==> config.mk <==
export PLATFORM = sky130hd
export DESIGN_NAME = sram_ctrl_flat
export DESIGN_NICKNAME = d
export VERILOG_FILES = /design/src/rtl/sram_ctrl_if.sv /design/src/rtl/sram_ctrl.sv /design/src/flat_wrapper.sv
export SDC_FILE = /design/constraint.sdc
export NUM_CORES = 1
export LEC_CHECK = 0
export ABC_AREA = 1
export BUFFER_PORTS_ARGS = -buffer_cell sky130_fd_sc_hd__buf_2
export CAP_MARGIN = 0
export CORE_AREA = 5 5 131 133
export DETAILED_ROUTE_END_ITERATION = 6
export DIE_AREA = 0 0 136 138
export PLACE_DENSITY_LB_ADDON = 0.3
export REMOVE_ABC_BUFFERS = 1
export SLEW_MARGIN = 20
export SYNTH_ARGS = -nofsm -noshare
export SYNTH_HDL_FRONTEND = slang
export SYNTH_SLANG_ARGS = --single-unit
==> constraint.sdc <==
create_clock -name clk -period 4 [get_ports clk]
set_input_delay 0.2 -clock clk [delete_from_list [all_inputs] [get_ports clk]]
set_output_delay 0.2 -clock clk [all_outputs]
set_load 0.005 [all_outputs]
==> src/rtl/sram_ctrl_if.sv <==
// CPU-side request/response bus of the SRAM access controller.
// The pipeline drives requests as master; the controller answers as slave.
interface sram_ctrl_if #(
    parameter int ADDR_W = 32,
    parameter int DATA_W = 32
);
    logic              req;
    logic              req_wr;
    logic [ADDR_W-1:0] req_addr;
    logic [DATA_W-1:0] req_wdata;
    logic [3:0]        req_be;
    logic              busy;
    logic              ready;
    logic              err;
    logic [DATA_W-1:0] rdata;

    modport master (
        output req, req_wr, req_addr, req_wdata, req_be,
        input  busy, ready, err, rdata
    );

    modport slave (
        input  req, req_wr, req_addr, req_wdata, req_be,
        output busy, ready, err, rdata
    );
endinterface

==> src/rtl/sram_ctrl.sv <==
// Turns single-cycle CPU requests into timed cs/oe/we sequences for an async SRAM,
// with programmable wait states and read-modify-write for byte-masked stores.
module sram_ctrl #(
    parameter int ADDR_W  = 32,
    parameter int DATA_W  = 32,
    parameter int RD_WAIT = 2,
    parameter int WR_WAIT = 1
) (
    input  logic              clk,
    input  logic              rst_n,
    sram_ctrl_if.slave        bus,
    output logic              sram_cs,
    output logic              sram_oe,
    output logic              sram_we,
    output logic [ADDR_W-1:0] sram_addr,
    output logic [DATA_W-1:0] sram_din,
    input  logic [DATA_W-1:0] sram_dout
);

    typedef enum logic [2:0] {
        IDLE, RD, WR, RMW_RD, RMW_WR, RESP, ERR
    } state_t;

    // Counter is loaded with WAIT-1 so the strobe lasts exactly WAIT cycles.
    localparam logic [3:0] RD_LOAD = 4'(RD_WAIT - 1);
    localparam logic [3:0] WR_LOAD = 4'(WR_WAIT - 1);

    state_t            state;
    logic [3:0]        cnt;
    logic [3:0]        be_q;
    logic [DATA_W-1:0] wdata_q;
    logic [DATA_W-1:0] rdata_q;
    logic [DATA_W-1:0] merged;

    // Strobes and handshake are pure decodes of the state register, so an
    // asynchronous reset drops them in the same instant.
    assign sram_cs   = (state == RD) || (state == WR) || (state == RMW_RD) || (state == RMW_WR);
    assign sram_oe   = (state == RD) || (state == RMW_RD);
    assign sram_we   = (state == WR) || (state == RMW_WR);
    assign bus.busy  = (state != IDLE);
    assign bus.ready = (state == RESP) || (state == ERR);
    assign bus.err   = (state == ERR);
    assign bus.rdata = rdata_q;

    always_comb begin
        merged = sram_dout;
        for (int i = 0; i < 4; i++) begin
            if (be_q[i]) merged[8*i +: 8] = wdata_q[8*i +: 8];
        end
    end

    // NOTE: all state is updated with non-blocking assignments so every
    // register samples the pre-edge values, independent of statement order.
    always_ff @(posedge clk or negedge rst_n) begin
        if (!rst_n) begin
            state     <= IDLE;
            cnt       <= '0;
            be_q      <= '0;
            wdata_q   <= '0;
            rdata_q   <= '0;
            sram_addr <= '0;
            sram_din  <= '0;
        end else begin
            case (state)
                IDLE: begin
                    if (bus.req) begin
                        sram_addr <= bus.req_addr;
                        sram_din  <= bus.req_wdata;
                        wdata_q   <= bus.req_wdata;
                        be_q      <= bus.req_be;
                        if (bus.req_addr[1:0] != 2'b00) begin
                            state <= ERR;
                        end else if (!bus.req_wr) begin
                            state <= RD;
                            cnt   <= RD_LOAD;
                        end else if (bus.req_be == 4'hF) begin
                            state <= WR;
                            cnt   <= WR_LOAD;
                        end else if (bus.req_be == 4'h0) begin
                            state <= RESP;
                        end else begin
                            state <= RMW_RD;
                            cnt   <= RD_LOAD;
                        end
                    end
                end
                RD: begin
                    if (cnt == 4'd0) begin
                        rdata_q <= sram_dout;
                        state   <= RESP;
                    end else begin
                        cnt <= cnt - 4'd1;
                    end
                end
                RMW_RD: begin
                    // Merge lands directly in the din register so it is stable
                    // from the first write-strobe cycle.
                    if (cnt == 4'd0) begin
                        sram_din <= merged;
                        cnt      <= WR_LOAD;
                        state    <= RMW_WR;
                    end else begin
                        cnt <= cnt - 4'd1;
                    end
                end
                WR, RMW_WR: begin
                    if (cnt == 4'd0) state <= RESP;
                    else             cnt   <= cnt - 4'd1;
                end
                RESP, ERR: state <= IDLE;
                default:   state <= IDLE;
            endcase
        end
    end

endmodule

==> src/flat_wrapper.sv <==
// flat-port wrapper written by rule: the top's interface ports become plain ports
module sram_ctrl_flat 
#(
    parameter int ADDR_W  = 32,
    parameter int DATA_W  = 32,
    parameter int RD_WAIT = 2,
    parameter int WR_WAIT = 1
)
  (clk, rst_n, sram_cs, sram_oe, sram_we, sram_addr, sram_din, sram_dout, bus_req, bus_req_wr, bus_req_addr, bus_req_wdata, bus_req_be, bus_busy, bus_ready, bus_err, bus_rdata);
  sram_ctrl_if #(.ADDR_W(ADDR_W), .DATA_W(DATA_W)) bus_i ();
  input  logic clk;
  input  logic rst_n;
  output logic sram_cs;
  output logic sram_oe;
  output logic sram_we;
  output logic [ADDR_W-1:0] sram_addr;
  output logic [DATA_W-1:0] sram_din;
  input  logic [DATA_W-1:0] sram_dout;
  input wire logic [$bits(bus_i.req)-1:0] bus_req;
  input wire logic [$bits(bus_i.req_wr)-1:0] bus_req_wr;
  input wire logic [$bits(bus_i.req_addr)-1:0] bus_req_addr;
  input wire logic [$bits(bus_i.req_wdata)-1:0] bus_req_wdata;
  input wire logic [$bits(bus_i.req_be)-1:0] bus_req_be;
  output wire logic [$bits(bus_i.busy)-1:0] bus_busy;
  output wire logic [$bits(bus_i.ready)-1:0] bus_ready;
  output wire logic [$bits(bus_i.err)-1:0] bus_err;
  output wire logic [$bits(bus_i.rdata)-1:0] bus_rdata;
  assign bus_i.req = bus_req;
  assign bus_i.req_wr = bus_req_wr;
  assign bus_i.req_addr = bus_req_addr;
  assign bus_i.req_wdata = bus_req_wdata;
  assign bus_i.req_be = bus_req_be;
  assign bus_busy = bus_i.busy;
  assign bus_ready = bus_i.ready;
  assign bus_err = bus_i.err;
  assign bus_rdata = bus_i.rdata;
  sram_ctrl #(.ADDR_W(ADDR_W), .DATA_W(DATA_W), .RD_WAIT(RD_WAIT), .WR_WAIT(WR_WAIT)) u_core (.clk(clk), .rst_n(rst_n), .bus(bus_i), .sram_cs(sram_cs), .sram_oe(sram_oe), .sram_we(sram_we), .sram_addr(sram_addr), .sram_din(sram_din), .sram_dout(sram_dout));
endmodule
==> flow_summary.json, run 1 <==
{
  "outcome": "completed",
  "synth_edf_count": 0,
  "final_antenna_net_count": 0,
  "p_leak_nw": 4.418,
  "max_freq_mhz": 431.3,
  "netlist_instances": 706,
  "dp.cells": 1092,
  "synth_top_cell_area_share_pct": 55.72,
  "hold_class": "input port to register",
  "die_h_um": 138,
  "grt_max_degree": 94,
  "synthArstFlopShare_pct": 100.0,
  "n_antenna_cell": 0,
  "seqCellArea_um2": 3478,
  "grt_first_pass_wirelength_um": 25920,
  "crit_path_end_kind": "register",
  "synthTopCellsByCount": "nand2_1 (204), dfrtp_1 (139), o21ai_0 (117)",
  "yosysWarnings": 0,
  "powerDensity_nw_per_um2": 799.7,
  "synth_area_per_cell_um2": 8.842,
  "drtPass1Iterations": 5,
  "core_um2": 15710,
  "track_usage_pct": 16.99,
  "vias": 5304,
  "synthAdderAreaFrac_pct": 0.2004,
  "clockBufferDepth": 2,
  "post_cts_resized": 0,
  "cap_violations": 0,
  "mappedNetlistArea_um2": 6242,
  "finalHoldViolCount": 0,
  "worst_slack_ns": 1.682,
  "routed_wl_um": 15530,
  "critical_path.max_fanout": 33,
  "syn_to_final_growth_pct": 31.31,
  "wire_per_inst_um": 13.55,
  "multi_input_comb_area_um2": 2232,
  "dieWidth_um": 136,
  "num-nets-final": 1022,
  "ios": 206,
  "finalWeightedCongestion": 0.8133,
  "utilization_pct": 52.17,
  "critPathSlowestCell": "o211ai_4",
  "worst-r2r-setup-slack_ns": 1.68,
  "pre_cts_ws_ns": 1.717,
  "synth_ff_type": "dfrtp_1",
  "critPathKind": "register to register",
  "cts_tree": "yes",
  "dr.first_iter.drc_count": 302,
  "tightest_slew_ns": 1.006,
  "slew_violations": 0,
  "grt_pass1_vias": 5226,
  "num_rows": 46,
  "ys_types": 24,
  "finalSetupViolCount": 0,
  "synth.area.mux_share_pct": 6.113,
  "synth_compound_area_share_pct": 13.81,
  "synth.ff_latch_count": 139,
  "cpPeakStageDelay_ns": 0.69,
  "worstPathArrival_ns": 2.66,
  "drcViolationCount": 0,
  "root_buffer": "clkbuf_16",
  "drive_gt1_share_pct": 30.43,
  "fillers": 1493,
  "max_slew_margin_pct": 32.96,
  "synth_xor_area_share_pct": 0.2806,
  "yosys.cell_count.top_type": "nand2_1",
  "required_ns": 4.34,
  "startpoint_type": "register",
  "cts_setup_buffers": 0,
  "grt_overflow": 0,
  "rsz0062_at_grt": "false",
  "hold_buffers": 22,
  "die_area_um2": 18770,
  "cts_buffers": 17,
  "dp_hpwl_um": 10750,
  "synth_top_family_by_area": "simple AND/OR/NAND/NOR gates",
  "htree_levels": 4,
  "clock-sinks": 139,
  "yosysTopAreaCell": "dfrtp_1",
  "stdcell_count": 1146,
  "synth-seq-area-share_pct": 55.72,
  "clock_skew_ns": 0.005291,
  "cp_cell_sequence": "clkinv_1 -> nand2_2 -> nor2_2 -> o211ai_4 -> buf_4 -> nand2_1 -> o21ai_1",
  "fin_crit_sh_pct": 57.96,
  "synth-simple-area-share_pct": 15.11,
  "fin_crit_ns": 2.318,
  "antenna_found_initial": 0,
  "vdd_drop_max_uv": 434.7,
  "clock_latency_ns": 0.41,
  "finalSetupTns_ns": 0,
  "initial_core_util_pct": 39.73,
  "portBuffers": 205,
  "clkTransAtPathRegs_ns": 0.06,
  "vias_per_cell": 4.628,
  "synth.area.top_cells": "dfrtp_1 (56%), nand2_1 (12%), o21ai_0 (9.4%)"
}
[state kept, by name, indices dropped and copies added, names as in the netlist]
name              count
u_core.sram_addr     32
u_core.cnt            4
u_core.bus.rdata     32
u_core.be_q           4
u_core.wdata_q       32
u_core.state          3
u_core.sram_din      32
[stage by stage]
step / hold WS (ns) / total power (W) / area (um2)
2_1_floorplan: -0.09559 / 0.003895 / 6003
3_3_place_gp: 0.2782 / 0.004853 / 7341
3_5_place_dp: 0.2700 / 0.004937 / 7341
4_1_cts: 0.0005196 / 0.006639 / 8187
5_1_grt: 0.002305 / 0.007129 / 8197
6_report: 0.02034 / 0.006555 / 8197
[power breakdown]
part / internal (W) / switching [W]
registers: 0.00211 / 0.000456
logic: 0.00105 / 0.00129
clock network: 0.00101 / 0.000639
total: 0.00417 / 0.00238
[routing by layer]
layer  track usage [%]  routed length (um)
met3             7.075                1471
met5                 0                   0
met2             27.69                7541
met1             20.68                6371
met4             4.775                 143
[area by class of cell]
| type | count | share of cell area [%] |
|---|---|---|
| flip-flops and latches | 139 | 42.44 |
| multi-input cells | 446 | 27.23 |
| repair buffers | 231 | 15.65 |
| clock buffers | 18 | 5.358 |
| inverters | 82 | 3.755 |
| well taps | 216 | 3.297 |
| clock inverters | 14 | 2.274 |
[critical path: cells and delay by family (launching register included)]
family / cells / cell delay (ns)
compound gates: 2 / 0.77
buf+inv: 2 / 0.64
flops: 1 / 0.50
simple gates: 3 / 0.30
[worst paths after layout]
check                                            startpoint                          endpoint  cells past startpoint
worst min-delay path                       bus_req_addr[23]  u_core.sram_addr[23]$_DFFE_PN0P_                      2
worst max register to register  u_core.state[1]$_DFFE_PN0P_   u_core.sram_din[11]$_DFFE_PN0P_                      7
worst max-delay path            u_core.state[1]$_DFFE_PN0P_   u_core.sram_din[11]$_DFFE_PN0P_                      7
worst min register to register    u_core.cnt[1]$_DFFE_PN0P_         u_core.cnt[1]$_DFFE_PN0P_                      2
max in group asynchronous                             rst_n    u_core.wdata_q[20]$_DFFE_PN0P_                      3
min in group asynchronous                             rst_n  u_core.sram_addr[31]$_DFFE_PN0P_                      2
[cell usage in the layout (no fill, tap or decap), types with 3 or more instances in the layout]
cell / count
mux2_2: 33
buf_2: 204
bufinv_16: 3
clkbuf_16: 17
dlygate4sd3_1: 22
inv_6: 3
dfrtp_1: 139
o21ai_1: 49
nand3_1: 14
buf_4: 4
clkinv_4: 5
nand2_1: 204
o21ai_0: 117
nor2_1: 15
inv_1: 80
[logic make-up (layout without fill, tap and decap cells)]
logic type	after synthesis	after routing
XOR/XNOR	2	2
flip-flops	139	139
AND/OR/NAND/NOR	240	240
adder cells (fa/ha/maj)	1	1
multiplexers	34	34
AO/OA/AOI/OAI	169	169
buffers and inverters	121	345
Note: power is estimated with default switching activity, not from simulation.
==> inputs of run 2 (changes only) <==
--- a/config.mk
+++ b/config.mk
@@ -5,7 +5,7 @@
 export SDC_FILE = /design/constraint.sdc
 export NUM_CORES = 1
 export LEC_CHECK = 0
-export ABC_AREA = 1
+export ABC_AREA = 0
 export BUFFER_PORTS_ARGS = -buffer_cell sky130_fd_sc_hd__buf_2
 export CAP_MARGIN = 0
 export CORE_AREA = 5 5 131 133
==> constraint.sdc (replaced) <==
create_clock -name clk -period 2 [get_ports clk]
set_input_delay 0.1 -clock clk [delete_from_list [all_inputs] [get_ports clk]]
set_output_delay 0.1 -clock clk [all_outputs]
set_load 0.005 [all_outputs]
==> flow_summary.json, run 2 <==
{
  "outcome": "finished with violations",
  "failed_checks": "setup timing",
  "synth_area_per_cell_um2": 12.69,
  "synth_ff_type": "dfrtp_1",
  "cts_buffers": 17,
  "cp.buffers_inverters": 1,
  "synth.ff_latch_count": 139,
  "n_antenna_cell": 0,
  "fin_crit_ns": 2.013,
  "synthTopCellsByCount": "dfrtp_1 (139), mux2_2 (97), mux2i_1 (64)",
  "synth_top_cell_area_share_pct": 56.06,
  "synth_edf_count": 0,
  "path_depth": 6,
  "portBuffers": 205,
  "synthAdderAreaFrac_pct": 0.7058,
  "yosys.cell_count.top_type": "dfrtp_1",
  "synth_xor_area_share_pct": 0.4235,
  "vdd_drop_max_uv": 851.3,
  "required_ns": 2.30,
  "cpLargestDelayFamily": "adder cells",
  "syn_to_final_growth_pct": 51.42,
  "vias": 5030,
  "synth.area.top_cells": "dfrtp_1 (56%), mux2_2 (18%), mux2i_1 (10%)",
  "netlist_instances": 489,
  "worstPathArrival_ns": 2.32,
  "crit_path_end_kind": "register",
  "finalSetupViolCount": 10,
  "drtPass1Iterations": 4,
  "final_common_cell": "buf_2",
  "final_antenna_net_count": 0,
  "ys_types": 43,
  "slew_violations": 0,
  "fin_crit_sh_pct": 100.6,
  "hold_class": "input port to register",
  "htree_levels": 4,
  "clockBufferDepth": 2,
  "drcViolationCount": 0,
  "fin_total_pwr_w": 0.01379,
  "num_rows": 46,
  "finalHoldViolCount": 0,
  "synth.area.mux_share_pct": 28.65,
  "worst_slack_ns": -0.01272,
  "synth_top_family_by_area": "multiplexers",
  "clkTransAtPathRegs_ns": 0.06,
  "drive_gt1_share_pct": 45.38,
  "dr.first_iter.drc_count": 244,
  "dp_hpwl_um": 11460,
  "routed_wl_um": 18200,
  "cp_cell_sequence": "inv_2 -> ha_4 -> or3b_4 -> maj3_2 -> a211oi_4 -> mux2_4",
  "initial_core_util_pct": 39.49,
  "cap_violations": 0,
  "num-nets-final": 914,
  "cts_tree": "yes",
  "synth-simple-area-share_pct": 4.739,
  "max_freq_mhz": 496.8,
  "max_slew_margin_pct": 64.43,
  "critPathKind": "register to register",
  "clock_skew_ns": 0.009941,
  "synth-seq-area-share_pct": 56.06,
  "fin_hold_ws_ns": 0.02331,
  "root_buffer": "clkbuf_16",
  "die_area_um2": 18770,
  "ios": 206,
  "startpoint_type": "register",
  "grt_first_pass_wirelength_um": 29210,
  "antenna_found_initial": 0,
  "p_leak_nw": 4.448,
  "hold_depth": 3,
  "critical_path.max_fanout": 3,
  "track_usage_pct": 19.81,
  "clock_latency_ns": 0.42,
  "yosysWarnings": 0,
  "core_um2": 15710,
  "cpPeakStageDelay_ns": 0.39,
  "die_h_um": 138,
  "wire_per_inst_um": 17.53,
  "synthArstFlopShare_pct": 100.0,
  "yosysTopAreaCell": "dfrtp_1",
  "synth_compound_area_share_pct": 5.102,
  "grt_overflow": 0,
  "rsz0062_at_grt": "true",
  "vias_per_cell": 4.846,
  "fillers": 1237,
  "reg2regPathDepth": 6,
  "clock-sinks": 139,
  "mappedNetlistArea_um2": 6205,
  "finalWeightedCongestion": 0.8689,
  "critPathSlowestCell": "dfrtp_1",
  "layout_common_cells": "buf_2 (204), dfrtp_1 (139), dlygate4sd3_1 (101)",
  "tightest_slew_ns": 0.5201,
  "grt_max_degree": 52,
  "dieWidth_um": 136,
  "grt_pass1_vias": 5598,
  "powerDensity_nw_per_um2": 1468
}
[run 2: changes by cell type after synthesis, moves of 8 or more]
cell,delta
o21ai_1,-49
nor2_1,+21
mux2i_1,+63
nand3_1,-10
o21ai_0,-112
inv_1,-44
nand2_1,-201
buf_6,-8
mux2_2,+64
a21oi_1,+33
[run 2: kinds of logic after synthesis]
family,after synthesis
adder cells (fa/ha/maj),4
flip-flops,139
buffers and inverters,64
XOR/XNOR,3
AND/OR/NAND/NOR,60
AO/OA/AOI/OAI,54
multiplexers,165
[run 2: cell type report]
cell class	count	area (um2)	area share (%)
clock inverters	13	190.2	2.024
flip-flops and latches	139	3478	37.02
multi-input cells	286	2529	26.91
inverters	37	138.9	1.478
repair buffers	328	2336	24.86
well taps	216	270.3	2.877
clock buffers	19	452.9	4.821
[run 2: path summary, 6_finish.rpt]
check | startpoint | slack, ns | endpoint
min | bus_req | 0.02 | u_core.state[2]$_DFFE_PN0P_
max reg2reg | u_core.cnt[1]$_DFFE_PN0P_ | -0.01 | u_core.cnt[1]$_DFFE_PN0P_
min in group asynchronous | rst_n | 0.16 | u_core.bus.rdata[9]$_DFFE_PN0P_
max | u_core.cnt[1]$_DFFE_PN0P_ | -0.01 | u_core.cnt[1]$_DFFE_PN0P_
max in group asynchronous | rst_n | 1.11 | u_core.sram_addr[6]$_DFFE_PN0P_
min reg2reg | u_core.bus.rdata[23]$_DFFE_PN0P_ | 0.49 | u_core.bus.rdata[23]$_DFFE_PN0P_
[run 2: metrics by stage]
stage / util, % / instance area (um2) / TNS, ns / setup slack [ns] / cells
floorplan: - / 6076 / -83.57 / -0.8134 / 462
global placement: 48.40 / 7605 / -0.03777 / -0.03777 / 900
detailed placement: 48.40 / 7605 / -1.873 / -0.1722 / 900
CTS: 59.64 / 9370 / -0.006048 / -0.006048 / 1038
global route: 59.79 / 9395 / -1.846 / -0.08813 / 1038
finish: 59.79 / 9395 / -0.05424 / -0.01272 / 1038
[run 2: metal layers]
layer | vias up | global-route usage [%] | wire length [um] | part of all wire (%)
met1 | 2456 | 23.80 | 7470 | 41
met3 | 28 | 6.277 | 1435 | 7.9
met4 | 0 | 7.003 | 341 | 1.9
li1 | 2338 | - | - | -
met5 | - | 0 | 0 | 0
met2 | 208 | 33.35 | 8954 | 49
[run 2: power breakdown]
group / total, W / internal (W) / switching, W
combinational: 0.00512 / 0.00296 / 0.00217
clock: 0.00340 / 0.00216 / 0.00124
sequential: 0.00527 / 0.00426 / 0.00101
total: 0.0138 / 0.00938 / 0.00441
[run 2: worst reg2reg max path: stages (launching register included)]
cell,delay [ns]
dfrtp_1,0.39
inv_2,0.07
ha_4,0.14
or3b_4,0.39
maj3_2,0.34
a211oi_4,0.25
mux2_4,0.33
[run 2: what timing repair did]
item	in CTS	in global routing
endpoints found under the hold margin	158	0
buffers inserted	3	0
gates resized for setup	11	4
pin swaps	3	0
endpoints found under the setup margin	34	35
hold buffers	101	0
cloned	2	0
==> inputs of run 3 (changes only) <==
--- a/config.mk
+++ b/config.mk
@@ -9,6 +9,8 @@
 export BUFFER_PORTS_ARGS = -buffer_cell sky130_fd_sc_hd__buf_2
 export CAP_MARGIN = 0
 export CORE_AREA = 5 5 131 133
+export CTS_BUF_LIST = sky130_fd_sc_hd__clkbuf_2 sky130_fd_sc_hd__clkbuf_4 sky130_fd_sc_hd__clkbuf_8
+export CTS_CLUSTER_SIZE = 20
 export DETAILED_ROUTE_END_ITERATION = 6
 export DIE_AREA = 0 0 136 138
 export PLACE_DENSITY_LB_ADDON = 0.3
==> flow_summary.json, run 3 (same netlist as run 2, synthesis figures left out) <==
{
  "outcome": "finished with violations",
  "failed_checks": "setup timing",
  "worst_slack_ns": -0.02418,
  "portBuffers": 205,
  "met2_usage_pct": 32.54,
  "cts_tree": "yes",
  "dieWidth_um": 136,
  "final_common_cell": "buf_2",
  "crit_path_end_kind": "register",
  "n_antenna_cell": 0,
  "multi_input_comb_area_um2": 2524,
  "grt_pass1_vias": 5613,
  "max_slew_margin_pct": 65.37,
  "critical_path.max_fanout": 4,
  "grt-busiest-layer": "met2",
  "die_area_um2": 18770,
  "drcViolationCount": 0,
  "track_usage_pct": 19.15,
  "finalWeightedCongestion": 0.8689,
  "slew_violations": 0,
  "drtPass1Iterations": 4,
  "fillers": 1271,
  "clockBufferDepth": 2,
  "dr.first_iter.drc_count": 214,
  "clock_latency_ns": 0.44,
  "worstPathArrival_ns": 2.36,
  "finalHoldViolCount": 0,
  "max_freq_mhz": 494.0,
  "seqCellArea_um2": 3478,
  "tightest_slew_ns": 0.5064,
  "finalSetupViolCount": 13,
  "root_buffer": "clkbuf_8",
  "grt_first_pass_wirelength_um": 28680,
  "clock_skew_ns": 0.007746,
  "grtUsageMet3_pct": 6.531,
  "layout_common_cells": "buf_2 (204), dfrtp_1 (139), dlygate4sd3_1 (102)",
  "wire_per_inst_um": 17.64,
  "grtUsageMet1_pct": 22.73,
  "rsz0062_at_grt": "true",
  "ios": 206,
  "cap_violations": 0,
  "num_rows": 46,
  "drive_gt1_share_pct": 45.27,
  "clkTransAtPathRegs_ns": 0.09,
  "initial_core_util_pct": 39.49,
  "hold_class": "input port to register",
  "required_ns": 2.33,
  "critPathKind": "register to register",
  "p_leak_nw": 4.376,
  "grt_max_degree": 52,
  "vdd_drop_max_uv": 790.4,
  "fin_crit_sh_pct": 101.2,
  "fin_crit_ns": 2.024,
  "routed_wl_um": 18350,
  "cts_buffers": 17,
  "vias": 5018,
  "finalSetupTns_ns": -0.1452,
  "utilization_pct": 58.70,
  "syn_to_final_growth_pct": 48.66,
  "htree_levels": 4,
  "num-nets-final": 916,
  "core_um2": 15710,
  "dp_hpwl_um": 11460,
  "vias_per_cell": 4.825,
  "die_h_um": 138,
  "final_antenna_net_count": 0,
  "clock-sinks": 139,
  "startpoint_type": "register",
  "antenna_found_initial": 0,
  "grt_overflow": 0,
  "powerDensity_nw_per_um2": 1403
}
## run 3: metrics by stage
step                      area (um2)  std cells  hold slack [ns]  setup WS, ns  total power [W]
after floorplan                 6076        462          -0.1956       -0.8134         0.007788
after global placement          7605        900          0.04462      -0.03777         0.009776
after detailed placement        7605        900          0.04366       -0.1722          0.01001
after CTS                       9126       1037          0.02632     -0.009589          0.01292
after global routing            9224       1040          0.05681      -0.09229          0.01380
final                           9224       1040          0.07541      -0.02418          0.01294
## run 3: final timing paths
kind                                                       start                               end  slack (ns)  depth (start not counted)
worst max-delay path                   u_core.cnt[1]$_DFFE_PN0P_         u_core.cnt[1]$_DFFE_PN0P_       -0.02                          7
worst min-delay path                                  bus_req_wr       u_core.state[1]$_DFFE_PN0P_        0.08                          3
worst max register to register         u_core.cnt[1]$_DFFE_PN0P_         u_core.cnt[1]$_DFFE_PN0P_       -0.02                          7
worst min register to register  u_core.bus.rdata[23]$_DFFE_PN0P_  u_core.bus.rdata[23]$_DFFE_PN0P_        0.49                          1
max in group asynchronous                                  rst_n   u_core.sram_addr[6]$_DFFE_PN0P_        1.11                          3
min in group asynchronous                                  rst_n   u_core.bus.rdata[9]$_DFFE_PN0P_        0.14                          2
## run 3: critical path: stages, from the launching register on
cell      delay (ns)
dfrtp_1         0.40
inv_2           0.07
ha_4            0.14
or3b_4          0.39
buf_4           0.17
and3_1          0.22
a211oi_4        0.20
mux2_4          0.33
## run 3: repair_timing
action | CTS | global route
hold buffers | 102 | 0
cloned | 0 | 3
pin swaps | 3 | 0
setup endpoints to repair | 35 | 30
gates resized for setup | 7 | 7
buffers inserted | 3 | 0
endpoints found under the hold margin | 242 | 0
## run 3: per-layer routing
metal | vias up | part of all wire [%] | routed length, um
met5 | - | 0 | 0
met4 | 0 | 1.6 | 289
met3 | 24 | 7.5 | 1374
met2 | 186 | 50 | 9118
met1 | 2466 | 41 | 7564
li1 | 2342 | - | -
## run 3: report_power, final
| part | internal [W] | switching (W) |
|---|---|---|
| Clock | 0.00143 | 0.00115 |
| Sequential | 0.00425 | 0.00100 |
| Combinational | 0.00295 | 0.00216 |
| Total | 0.00863 | 0.00431 |
## run 3: area by class of cell
cell class | instances | share of cell area [%]
repair buffers | 330 | 25.60
inverters | 37 | 1.506
well taps | 216 | 2.930
multi-input cells | 286 | 27.36
clock buffers | 19 | 2.835
flip-flops and latches | 139 | 37.71
clock inverters | 13 | 2.062
